**config.mk**
```make
export PLATFORM = sky130hd
export DESIGN_NAME = axis_rr_arbiter
export DESIGN_NICKNAME = d
export VERILOG_FILES = /design/src/rtl/axis_rr_arbiter.sv
export SDC_FILE = /design/constraint.sdc
export NUM_CORES = 1
export LEC_CHECK = 0
export CORE_MARGIN = 2
export CORE_UTILIZATION = 35
export CTS_CLUSTER_DIAMETER = 30
export CTS_CLUSTER_SIZE = 12
export DETAILED_ROUTE_END_ITERATION = 10
export PLACE_DENSITY_LB_ADDON = 0.15
export SYNTH_ARGS = -nofsm -noshare
export SYNTH_HDL_FRONTEND = slang
export SYNTH_SLANG_ARGS = --single-unit
export TNS_END_PERCENT = 20
```
**constraint.sdc**
```tcl
create_clock -name clk -period 3.7 [get_ports clk]
set_input_delay 0.37 -clock clk [delete_from_list [all_inputs] [get_ports clk]]
set_output_delay 0.37 -clock clk [all_outputs]
set_load 0.01 [all_outputs]
```
**src/rtl/axis_rr_arbiter.sv**
```systemverilog
// N-channel AXI-Stream packet arbiter and mux: picks one requester (fixed priority or
// round-robin), then locks the grant until that packet's tlast beat has transferred.
module axis_rr_arbiter #(
    parameter int N_CH    = 4,
    parameter int DATA_W  = 8,
    parameter int RR_MODE = 1,
    parameter int ID_W    = (N_CH > 1) ? $clog2(N_CH) : 1
) (
    input  logic                     clk,
    input  logic                     rst,
    input  logic [N_CH*DATA_W-1:0]   s_tdata,
    input  logic [N_CH-1:0]          s_tvalid,
    input  logic [N_CH-1:0]          s_tlast,
    output logic [N_CH-1:0]          s_tready,
    output logic [DATA_W-1:0]        m_tdata,
    output logic                     m_tvalid,
    output logic                     m_tlast,
    output logic [ID_W-1:0]          m_tid,
    input  logic                     m_tready
);

    typedef enum logic {
        IDLE = 1'b0,
        BUSY = 1'b1
    } state_t;

    state_t            state, state_nxt;
    logic [ID_W-1:0]   grant, grant_nxt;
    logic [ID_W-1:0]   ptr, ptr_nxt;
    logic [ID_W-1:0]   winner, win_hi, win_lo;
    logic              found_hi;
    logic [DATA_W-1:0] sel_data;
    logic              sel_valid;
    logic              sel_last;
    logic              active;

    // Round-robin scan split in two halves: requesters at or above ptr take precedence
    // over those below it; descending loop leaves the lowest index of each half.
    // With fixed priority ptr never leaves 0, so the upper half covers every channel.
    always_comb begin
        win_hi   = '0;
        win_lo   = '0;
        found_hi = 1'b0;
        for (int i = N_CH - 1; i >= 0; i--) begin
            if (s_tvalid[i]) begin
                if (i >= int'(ptr)) begin
                    win_hi   = ID_W'(i);
                    found_hi = 1'b1;
                end else begin
                    win_lo = ID_W'(i);
                end
            end
        end
        winner = found_hi ? win_hi : win_lo;
    end

    always_comb begin
        sel_data  = '0;
        sel_valid = 1'b0;
        sel_last  = 1'b0;
        for (int i = 0; i < N_CH; i++) begin
            if (grant == ID_W'(i)) begin
                sel_data  = s_tdata[i*DATA_W +: DATA_W];
                sel_valid = s_tvalid[i];
                sel_last  = s_tlast[i];
            end
        end
    end

    // Outputs are masked while rst is high so no beat can transfer in the reset cycle.
    always_comb begin
        active   = (state == BUSY) && !rst;
        m_tvalid = active && sel_valid;
        m_tlast  = active && sel_last;
        m_tdata  = active ? sel_data : '0;
        m_tid    = active ? grant : '0;
        s_tready = '0;
        for (int i = 0; i < N_CH; i++) begin
            s_tready[i] = active && (grant == ID_W'(i)) && m_tready;
        end
    end

    always_comb begin
        state_nxt = state;
        grant_nxt = grant;
        ptr_nxt   = ptr;
        case (state)
            IDLE: begin
                if (|s_tvalid) begin
                    grant_nxt = winner;
                    state_nxt = BUSY;
                end
            end
            BUSY: begin
                if (m_tvalid && m_tready && m_tlast) begin
                    state_nxt = IDLE;
                    if (RR_MODE != 0) begin
                        ptr_nxt = (int'(grant) == N_CH - 1) ? '0 : grant + ID_W'(1);
                    end
                end
            end
            default: state_nxt = IDLE;
        endcase
    end

    always_ff @(posedge clk) begin
        if (rst) begin
            state <= IDLE;
            grant <= '0;
            ptr   <= '0;
        end else begin
            state <= state_nxt;
            grant <= grant_nxt;
            ptr   <= ptr_nxt;
        end
    end

endmodule

```
Word level (Yosys, flattened, before mapping)
Cells that the tools add are included.
{"block": "classes", "n_addsub": 1, "magnitude_cmp": 3, "eq_ne": 4, "n_mux": 39, "n_bitwise": 1, "n_reduce_logical": 18}
{"operator": "$mux 8", "n": 5}
{"operator": "$mux 2", "n": 16}
{"operator": "$mux 1", "n": 17}
{"operator": "$logic_and 1x1->1", "n": 13}
{"operator": "$eq 2x1->1 const B", "n": 2}
{"operator": "$eq 2x2->1 const B", "n": 2}
{"operator": "$ge 1x2->1 const A", "n": 2}
{"operator": "$reduce_and 2->1", "n": 2}
{"operator": "$reduce_or 4->1", "n": 1}
{"operator": "$add 2x1->2 const B", "n": 1}
{"operator": "$ge 2x2->1 const A", "n": 1}
{"operator": "$logic_not 2->1", "n": 1}
{"operator": "$pmux 1 s2", "n": 1}
{"operator": "$logic_not 1->1", "n": 1}
{"operator": "$not 1->1", "n": 1}
{"block": "word_totals", "reg_bits": 5, "inputBits": 43}

Longest topological paths before layout
Gate-level depths: netlist of run 1.
{"block": "logic_depth", "word_depth": 10, "depth_mapped": 8, "depth_no_buf": 7}

Least setup slack after synthesis of run 1
No wires, ideal clock.
{"block": "synth_path", "kind": "reg-to-reg", "startpoint": "register grant[0]", "endpoint": "register ptr[0]", "setup_time_ns": 0.121, "arrival_time_ns": 1.909, "slack_ns": 1.670, "path_stages_with_launch": 9, "n_path_buf": 1, "synth_period_minus_slack_ns": 2.030, "cell_sequence": "dfxtp_1 inv_1 ha_1 nor2b_2 buf_6 a221o_1 a32o_1 nor3b_4 mux2_4"}
{"block": "synth_between", "elab_chain_len": 9, "word_cells_on_any_way": 20}
{"element": "start, declared", "line": "28", "rtl": "logic [ID_W-1:0] grant, grant_nxt;"}
{"element": "start signal, assigned", "line": "113", "rtl": "grant <= grant_nxt;"}
{"element": "$logic_not 2->1", "line": "62", "rtl": "if (grant == ID_W'(i)) begin"}
{"element": "$mux 1 (3 in a row)", "line": "62"}
{"element": "$mux 1 (*)", "line": "62"}
{"element": "$logic_and 1x1->1 (*)", "line": "73", "rtl": "m_tvalid = active && sel_valid;"}
{"element": "named net m_tvalid", "line": "16", "rtl": "output logic m_tvalid,"}
{"element": "$logic_and 1x1->1 (*) (2 in a row)", "line": "95", "rtl": "if (m_tvalid && m_tready && m_tlast) begin"}
{"element": "$reduce_and 2->1 (no source line) (*)"}
{"element": "end signal, assigned", "line": "114", "rtl": "ptr <= ptr_nxt;"}
{"element": "end, declared", "line": "29", "rtl": "logic [ID_W-1:0] ptr, ptr_nxt;"}
The timed path passes the listed nets; every way through them passes the cells marked *.
A chain may end at the register's enable or synchronous reset.

Worst setup path in the final report of run 1
{"block": "layout_path", "startpoint": "register grant[1]", "endpoint": "output m_tlast"}
{"block": "layout_between", "elab_chain_len": 6, "word_cells_on_any_way": 9}
{"element": "$logic_not 2->1", "line": "62"}
{"element": "$mux 1 (3 in a row)", "line": "62"}
{"element": "$mux 1 (*)", "line": "62"}
{"element": "$logic_and 1x1->1 (*)", "line": "74", "rtl": "m_tlast = active && sel_last;"}
{"element": "end, declared", "line": "17", "rtl": "output logic m_tlast,"}
Every way passes the cells marked *; elsewhere a longest branch is shown, timed or not.

==> impl_metrics.ini, run 1 <==
[power]
cellPowerDensity_nw_per_um2 = 208.6
cellLeakagePower_nw = 0.5075
ir_drop_uv = 198.5

[worst_setup_path]
timing.rr.end = ptr[0]
cp_max_fo = 13
reg2reg_depth = 7
endpoint_kind = output pin
regToRegSetupSlack_ns = 1.25
required_ns = 3.33
crit_arrival_ns = 2.62
worstSetupPathType = reg -> out
cp-start-kind = register
reg2reg_from = grant[1]

[global_routing]
track_usage_pct = 21.80
overflow = 0
grt_max_degree = 23
antenna_found_initial = 0
grt_pass1_wl_mm = 4.229
first_global_vias = 919

[placement]
place_congestion = 0.7027
port_buffers = 58
place_ws_ns = 0.9677
dpl.hpwl_mm = 2.024

[die]
core_area_um2 = 1962
die_h_um = 49.62
start_util_pct = 37.12
core.rowCount = 16
io_pins = 59
die_w_um = 49.62
die-area_um2 = 2462

[clock_network]
clock_sinks = 5
postCtsSetupBuffers = 0
cts_tree = done
numCtsBuffers = 3
clkTransAtPathRegs_ns = 0.04
clock_latency_ns = 0.24
cts-resized-gates = 0
cts_root_buf = clkbuf_4
holdBufCountCts = 0
ctsHtreeMaxLevel = 1
clk_path_buf_depth = 2

[logic_synthesis]
synth-seq-area-share_pct = 13.75
ys_seq_elements = 5
synth_area_um2 = 728.2
avgSynthCellArea_um2 = 6.935
synth_cell_types = 30
synthCells = 105
synth_flop_cell = dfxtp_1
ys_async_sr_fraction_pct = 0
yosysWarnings = 0
synth_edf_count = 0
syn_nets = 152

[status]
status = complete, no violations

[route]
routed_via_density = 5.310
ant_nets = 0
drc_errors = 0
drt-total-wl_mm = 2.574
vias = 993
drt-initial-drc-count = 22
firstDrtPassIters = 4
wl_per_cell_um = 13.76

[sta]
fmax_mhz = 334.2
rsz0062_at_grt = no
timing.final.ws_setup_ns = 0.7074
relSlewSlack_pct = 49.18
skew_ns = 0.002692
setup-tns-final_ns = 0
setup_viol = 0
finalCritPeriodShare_pct = 80.88
slew_violations = 0
hold_violations = 0
period_minus_slack_ns = 2.993
worst_slew_pin_slew_ns = 0.7623

[final_layout]
num-fill-cells = 174
antenna_cells = 0
drive_gt1_share_pct = 4.375
final_nets = 208
areaGrowthSynthToFinish_pct = 83.16

[worst_hold_path]
hold_end = grant[1]
min_path_type = reg -> reg
holdPathStages = 2
min_from = grant[1]

[run]
max-cap-violations = 0
[routing by layer]
metal	global-route usage, %	vias to the layer above	part of all wire, %
met1	27.78	457	44
met5	0	-	0
met2	35.78	45	48
met3	4.242	2	7.8
met4	8.796	0	0.54
li1	-	489	-
[synthesized netlist by cell type (all sizes together) (3+ instances only)]
library cell	instances	share of area [%]
a21oi	13	8.9
a221oi	7	8.4
and3	4	3.4
buf	3	2.7
clkbuf	4	2.1
dfxtp	5	14
ha	4	6.9
nand2	4	2.1
nand2b	4	3.4
nor2	18	9.3
nor2b	13	12
nor3	8	5.5
[worst max-delay path, stage by stage (launching register included)]
cell and delay (ns):
dfxtp_1 0.37, inv_1 0.09, ha_1 0.35, nor2b_2 0.40
a22oi_1 0.14, a211o_1 0.38, nor2_1 0.10, clkdlybuf4s50_1 0.55
[state kept, by name, indices dropped and copies added, names as in the netlist]
name and cells:
grant 2, state 1, ptr 2
[worst max path at each step]
stage               end      from  slack (ns)  cells past startpoint
2_1_floorplan    ptr[0]  grant[0]        1.67                      8
3_3_place_gp   m_tvalid       rst        1.07                      5
3_5_place_dp    m_tlast  grant[1]        0.97                      7
4_1_cts         m_tlast  grant[1]        0.70                      7
5_1_grt         m_tlast  grant[1]        0.53                      7
6_report        m_tlast  grant[1]        0.71                      7
[metrics by stage]
step           total power [mW]  cells  hold WS, ns  util (%)  instance area [µm²]
2_1_floorplan            0.1396    105       0.4391         -                728.2
3_3_place_gp             0.2126    183       0.4953     66.65                 1308
4_1_cts                  0.2829    187       0.5069     67.98                 1334
3_5_place_dp             0.2170    183       0.5014     66.65                 1308
6_report                 0.2782    187       0.4984     67.98                 1334
5_1_grt                  0.3031    187       0.5309     67.98                 1334
[cell type report]
class	instances	area, µm²	area share [%]
Clock buffer	4	26.28	1.970
Multi-Input combinational cell	91	585.6	43.90
Timing Repair Buffer	58	580.6	43.53
Inverter	2	7.507	0.5629
Sequential cell	5	100.1	7.505
Tap cell	27	33.78	2.533
[cells by family (layout without fill, tap and decap cells)]
kind of cell / after synthesis / count (layout) / share of synthesized area [%]
simple gates: 56 / 56 / 41.75
compound gates: 27 / 27 / 24.91
buf+inv: 9 / 64 / 5.840
flops: 5 / 5 / 13.75
fa+ha+maj: 4 / 4 / 6.873
mux: 4 / 4 / 6.873
[layout by cell type, fill, tap and decap left out, types with 2 or more instances in the layout]
| cell type | instances |
|---|---|
| inv_1 | 2 |
| a221oi_1 | 7 |
| mux2i_1 | 2 |
| nor3_1 | 8 |
| and3_1 | 4 |
| nor2_1 | 18 |
| nand2_1 | 4 |
| nand2b_1 | 4 |
| mux2_4 | 2 |
| ha_1 | 4 |
| dfxtp_1 | 5 |
| a21oi_1 | 13 |
| clkbuf_4 | 3 |
| nor2b_1 | 12 |
| clkdlybuf4s50_1 | 58 |
[power by group]
part           total (mW)  leakage (nW)  switching, mW  internal, mW
combinational       0.155         0.452         0.0651        0.0904
sequential         0.0613        0.0409        0.00356        0.0577
clock              0.0614        0.0150         0.0208        0.0407
total               0.278         0.507         0.0894         0.189
No activity file was read; power rests on OpenSTA's default activity.
==> inputs of run 2 (changes only) <==
CORE_UTILIZATION = 32   (was 35)
clock period = 2.9 ns   (was 3.7 ns; I/O delays follow)
==> run 2 against run 1 <==
Compared with the run above:
- critical path depth stayed put
- clock power is 35% higher
- clock-buffer cell count stayed put
- final cell count is 1.6% higher
- global-route usage is 1.0 points lower
- via count is 1.5% lower
- combinational power is 30% higher
- clock skew is 0.0028 ns higher
- critical path type unchanged
- critical endpoint unchanged
==> impl_metrics.ini, run 2 (synthesis gave the netlist of run 1 again) <==
[die]
die_h_um = 51.71
core_area_um2 = 2191
io_pins = 59
die-area_um2 = 2673
core.rowCount = 17
start_util_pct = 33.24
die_w_um = 51.71

[route]
firstDrtPassIters = 4
drt-total-wl_mm = 2.648
wl_per_cell_um = 13.94
drt-initial-drc-count = 10
drc_errors = 0
routed_via_density = 5.147
vias = 978
ant_nets = 0

[global_routing]
grt_pass1_wl_mm = 4.250
first_global_vias = 961
antenna_found_initial = 0
overflow = 0
track_usage_pct = 20.77
grt_max_degree = 22

[final_layout]
design_area_um2 = 1358
final_cell_mix = clkdlybuf4s50_1 (58), nor2_1 (18), a21oi_1 (13)
utilization_pct = 61.96
areaGrowthSynthToFinish_pct = 86.43
final_common_cell = clkdlybuf4s50_1
multi_input_area_um2 = 593.1
num-fill-cells = 203
final_nets = 210
drive_gt1_share_pct = 6.173
register_area_um2 = 100.1
top_regs = grant: 2 flops, ptr: 2 flops, state: 1 flops
antenna_cells = 0

[power]
cellPowerDensity_nw_per_um2 = 267.5
ir_drop_uv = 229.3
power_uw = 363.1
p_sw_uw = 117.8
clockPowerShare_pct = 22.8
p_int_uw = 245.3
power_frac_seq_pct = 21.5
combPwrFrac_pct = 55.6
cellLeakagePower_nw = 0.5235
swShare_pct = 32.44

[worst_setup_path]
regToRegSetupSlack_ns = 0.67
timing.rr.end = ptr[0]
cp_max_fo = 13
cp-start-kind = register
worstSetupPathType = reg -> out
required_ns = 2.61
endpoint_kind = output pin
reg2reg_depth = 7
reg2reg_from = grant[1]
crit_arrival_ns = 2.37

[placement]
dpl.hpwl_mm = 2.061
place_area_um2 = 1324
port_buffers = 58
place_congestion = 0.7799

[sta]
worst_slew_pin_slew_ns = 0.6085
fmax_mhz = 376.3
setup-tns-final_ns = 0
relSlewSlack_pct = 59.44
finalCritPeriodShare_pct = 91.64
setup_viol = 0
skew_ns = 0.005502
rsz0062_at_grt = no
slew_violations = 0
hold_violations = 0
period_minus_slack_ns = 2.658

[run]
max-cap-violations = 0

[clock_network]
cts_root_buf = clkbuf_4
cts_tree = done
postCtsSetupBuffers = 0
numCtsBuffers = 3
ctsHtreeMaxLevel = 1
clock_sinks = 5
clock_latency_ns = 0.25
holdBufCountCts = 0
clkTransAtPathRegs_ns = 0.05
clk_path_buf_depth = 2

[worst_hold_path]
hold_end = grant[1]
min_from = grant[1]
min_path_type = reg -> reg
holdPathStages = 2

[status]
status = complete, no violations
==> run 2: layout make-up <==
| cell class | instances | share of cell area [%] |
|---|---|---|
| timing repair buffer | 60 | 43.87 |
| multi-input combinational | 91 | 43.69 |
| sequential | 5 | 7.373 |
| tap | 28 | 2.581 |
| clock buffer | 4 | 1.935 |
| inverter | 2 | 0.5530 |
==> run 2: how the worst max path moves through the flow <==
stage | cells past startpoint | start | to | slack [ns]
2_1_floorplan | 8 | grant[0] | ptr[0] | 0.87
3_3_place_gp | 7 | grant[1] | m_tlast | 0.37
3_5_place_dp | 7 | grant[1] | m_tlast | 0.24
4_1_cts | 7 | grant[1] | m_tlast | 0.07
5_1_grt | 6 | grant[0] | m_tlast | 0.09
6_report | 7 | grant[1] | m_tlast | 0.24
==> run 2: power by group through the flow <==
stage | Clock [mW] | Sequential (mW) | Combinational (mW)
3_5_place_dp | 0 | 0.0792 | 0.199
5_1_grt | 0.0899 | 0.0789 | 0.221
3_3_place_gp | 0 | 0.0786 | 0.197
2_1_floorplan | 0 | 0.0781 | 0.100
4_1_cts | 0.0844 | 0.0780 | 0.203
6_report | 0.0829 | 0.0782 | 0.202
==> run 2: per-layer routing <==
metal / up-vias / GRT usage (%) / share of wire [%]
met1: 446 / 25.79 / 46
met2: 35 / 36.54 / 48
li1: 493 / - / -
met3: 4 / 2.586 / 4.4
met5: - / 0 / 0
met4: 0 / 7.456 / 1.3
==> run 2: stage by stage <==
step,instances,hold WS [ns],worst slack [ns]
after global placement,186,0.4818,0.3687
after CTS,190,0.5175,0.07496
after floorplan,105,0.3591,0.8696
after global routing,190,0.5494,0.09010
after detailed placement,186,0.5024,0.2445
final,190,0.5175,0.2425
==> run 2: timing repair <==
item	in CTS	in global routing
gates cloned	0	0
resized for setup	1	1
endpoints found under the setup margin	1	1
==> run 2: worst max-delay path, stage by stage, from the launching register on <==
cell,delay [ns]
dfxtp_1,0.38
inv_1,0.10
ha_2,0.28
nor2b_4,0.25
a22oi_1,0.11
a211o_1,0.36
nor2_1,0.10
clkdlybuf4s50_1,0.54
==> inputs of run 3 (changes only) <==
--- a/config.mk
+++ b/config.mk
@@ -12,3 +12,3 @@
 export DETAILED_ROUTE_END_ITERATION = 10
-export PLACE_DENSITY_LB_ADDON = 0.15
+export PLACE_DENSITY = 0.75
 export SYNTH_ARGS = -nofsm -noshare
--- a/constraint.sdc
+++ b/constraint.sdc
@@ -3,2 +3,2 @@
 set_output_delay 0.29 -clock clk [all_outputs]
-set_load 0.01 [all_outputs]
+set_load 0.005 [all_outputs]
==> run 3 against run 2 <==
Compared with the run above:
- register-to-register slack better by 0.03 ns
- largest power group unchanged
- via count down 1.7%
- wire length down 3.7%
- clock power up 0.6%
- combinational power down 4%
- non-clock buffer count up 1
- final cell count up 0.53%
- die area unchanged
- clock-buffer cell count unchanged
- global-route usage down 2.1 points
- sequential cell count unchanged
- core utilization unchanged
==> impl_metrics.ini, run 3 (synthesis gave the netlist of run 1 again) <==
[sta]
relSlewSlack_pct = 60.36
period_minus_slack_ns = 2.591
skew_ns = 0.005465
rsz0062_at_grt = no
slew_violations = 0
fmax_mhz = 386.0
hold_slack_ns = 0.5065
hold_violations = 0
timing.final.ws_setup_ns = 0.3094
finalCritPeriodShare_pct = 89.33
setup_viol = 0
setup-tns-final_ns = 0
worst_slew_pin_slew_ns = 0.5946

[run]
max-cap-violations = 0

[power]
ir_drop_uv = 267.2
swShare_pct = 31.35
combPwrFrac_pct = 54.6
p_sw_uw = 111.4
power_uw = 355.4
p_int_uw = 244.0
power_frac_seq_pct = 21.9
cellLeakagePower_nw = 0.5227
clockPowerShare_pct = 23.5
cellPowerDensity_nw_per_um2 = 261.8

[status]
status = complete, no violations

[worst_setup_path]
crit_buf_inv = 2
max_stage_delay_ns = 0.51
worstSetupPathType = reg -> out
crit_family = buffers and inverters
required_ns = 2.61
path_cells = inv_1, ha_1, nor2b_2, a22oi_1, a211o_1, nor2_1, clkdlybuf4s50_1
endpoint_kind = output pin
crit_arrival_ns = 2.30
cp_max_fo = 9
cp_slowest_cell = clkdlybuf4s50_1
cp-start-kind = register

[die]
die_w_um = 51.71
core.rowCount = 17
core_area_um2 = 2191
start_util_pct = 33.24
die-area_um2 = 2673
die_h_um = 51.71
io_pins = 59

[clock_network]
clk_path_buf_depth = 2
cts_root_buf = clkbuf_4
postCtsSetupBuffers = 0
clkTransAtPathRegs_ns = 0.04
clock_sinks = 5
holdBufCountCts = 0
ctsHtreeMaxLevel = 1
cts_tree = done
cts-resized-gates = 0
clock_latency_ns = 0.25
numCtsBuffers = 3

[final_layout]
top_regs = grant: 2 flops, ptr: 2 flops, state: 1 flops
areaGrowthSynthToFinish_pct = 86.43
drive_gt1_share_pct = 6.135
final_nets = 211
final_cell_mix = clkdlybuf4s50_1 (58), nor2_1 (18), a21oi_1 (13)
num-fill-cells = 199
utilization_pct = 61.96
final_common_cell = clkdlybuf4s50_1
antenna_cells = 0

[global_routing]
track_usage_pct = 18.65
overflow = 0
grt_max_degree = 22
antenna_found_initial = 0
first_global_vias = 854
grt_pass1_wl_mm = 3.705

[route]
vias = 961
drc_errors = 0
routed_via_density = 5.031
drt-initial-drc-count = 7
firstDrtPassIters = 4
ant_nets = 0
drt-total-wl_mm = 2.550
wl_per_cell_um = 13.35

[placement]
port_buffers = 58
place_congestion = 0.7111
dpl.hpwl_mm = 2.024
place_ws_ns = 0.5505

[worst_hold_path]
min_path_type = reg -> reg
==> run 3: cell count changes in the layout (fill, tap and decap cells not counted), sizes merged <==
cell / previous run / this run
buf: 2 / 3
==> run 3: power by group through the flow <==
| stage | Clock, mW | Sequential [mW] | Combinational (mW) |
|---|---|---|---|
| floorplan | 0 | 0.0781 | 0.0948 |
| CTS | 0.0893 | 0.0779 | 0.195 |
| global route | 0.0909 | 0.0785 | 0.214 |
| finish | 0.0834 | 0.0780 | 0.194 |
| detailed placement | 0 | 0.0792 | 0.194 |
| global placement | 0 | 0.0787 | 0.192 |
==> run 3: cell type report <==
cell class,count,area [µm²],share of cell area (%)
clock buffers,4,26.28,1.935
inverters,2,7.507,0.5530
multi-input cells,91,585.6,43.13
flip-flops and latches,5,100.1,7.373
well taps,28,35.03,2.581
repair buffers,61,603.1,44.42
==> run 3: metrics by stage <==
stage,cell area [µm²],std cells
after CTS,1358,191
final,1358,191
after global placement,1331,187
after detailed placement,1331,187
after global routing,1358,191
after floorplan,728.2,105
==> run 3: worst register-to-register path: cells and delay by family, from the launching register on <==
| kind | cells | cell delay (ns) |
|---|---|---|
| and+or+nand+nor | 3 | 0.66 |
| adders and majority gates | 1 | 0.41 |
| DFF | 1 | 0.40 |
| muxes | 1 | 0.33 |
| AOI/OAI and AO/OA | 1 | 0.19 |
| buffers and inverters | 1 | 0.10 |
==> run 3: worst paths after layout <==
check                           startpoint  endpoint  slack (ns)  cells after the start
worst max-delay path              grant[0]   m_tlast        0.31                      7
worst min-delay path              grant[1]  grant[1]        0.51                      2
worst max register to register    grant[0]    ptr[0]        0.70                      7
worst min register to register    grant[1]  grant[1]        0.51                      2
==> run 3: routing by layer <==
| metal | global-route usage (%) | vias up | wire length, µm |
|---|---|---|---|
| met5 | 0 | - | 0 |
| met4 | 9.211 | 0 | 46 |
| met3 | 3.736 | 4 | 258 |
| met2 | 32.05 | 45 | 1125 |
| met1 | 21.89 | 416 | 1121 |
| li1 | - | 496 | - |
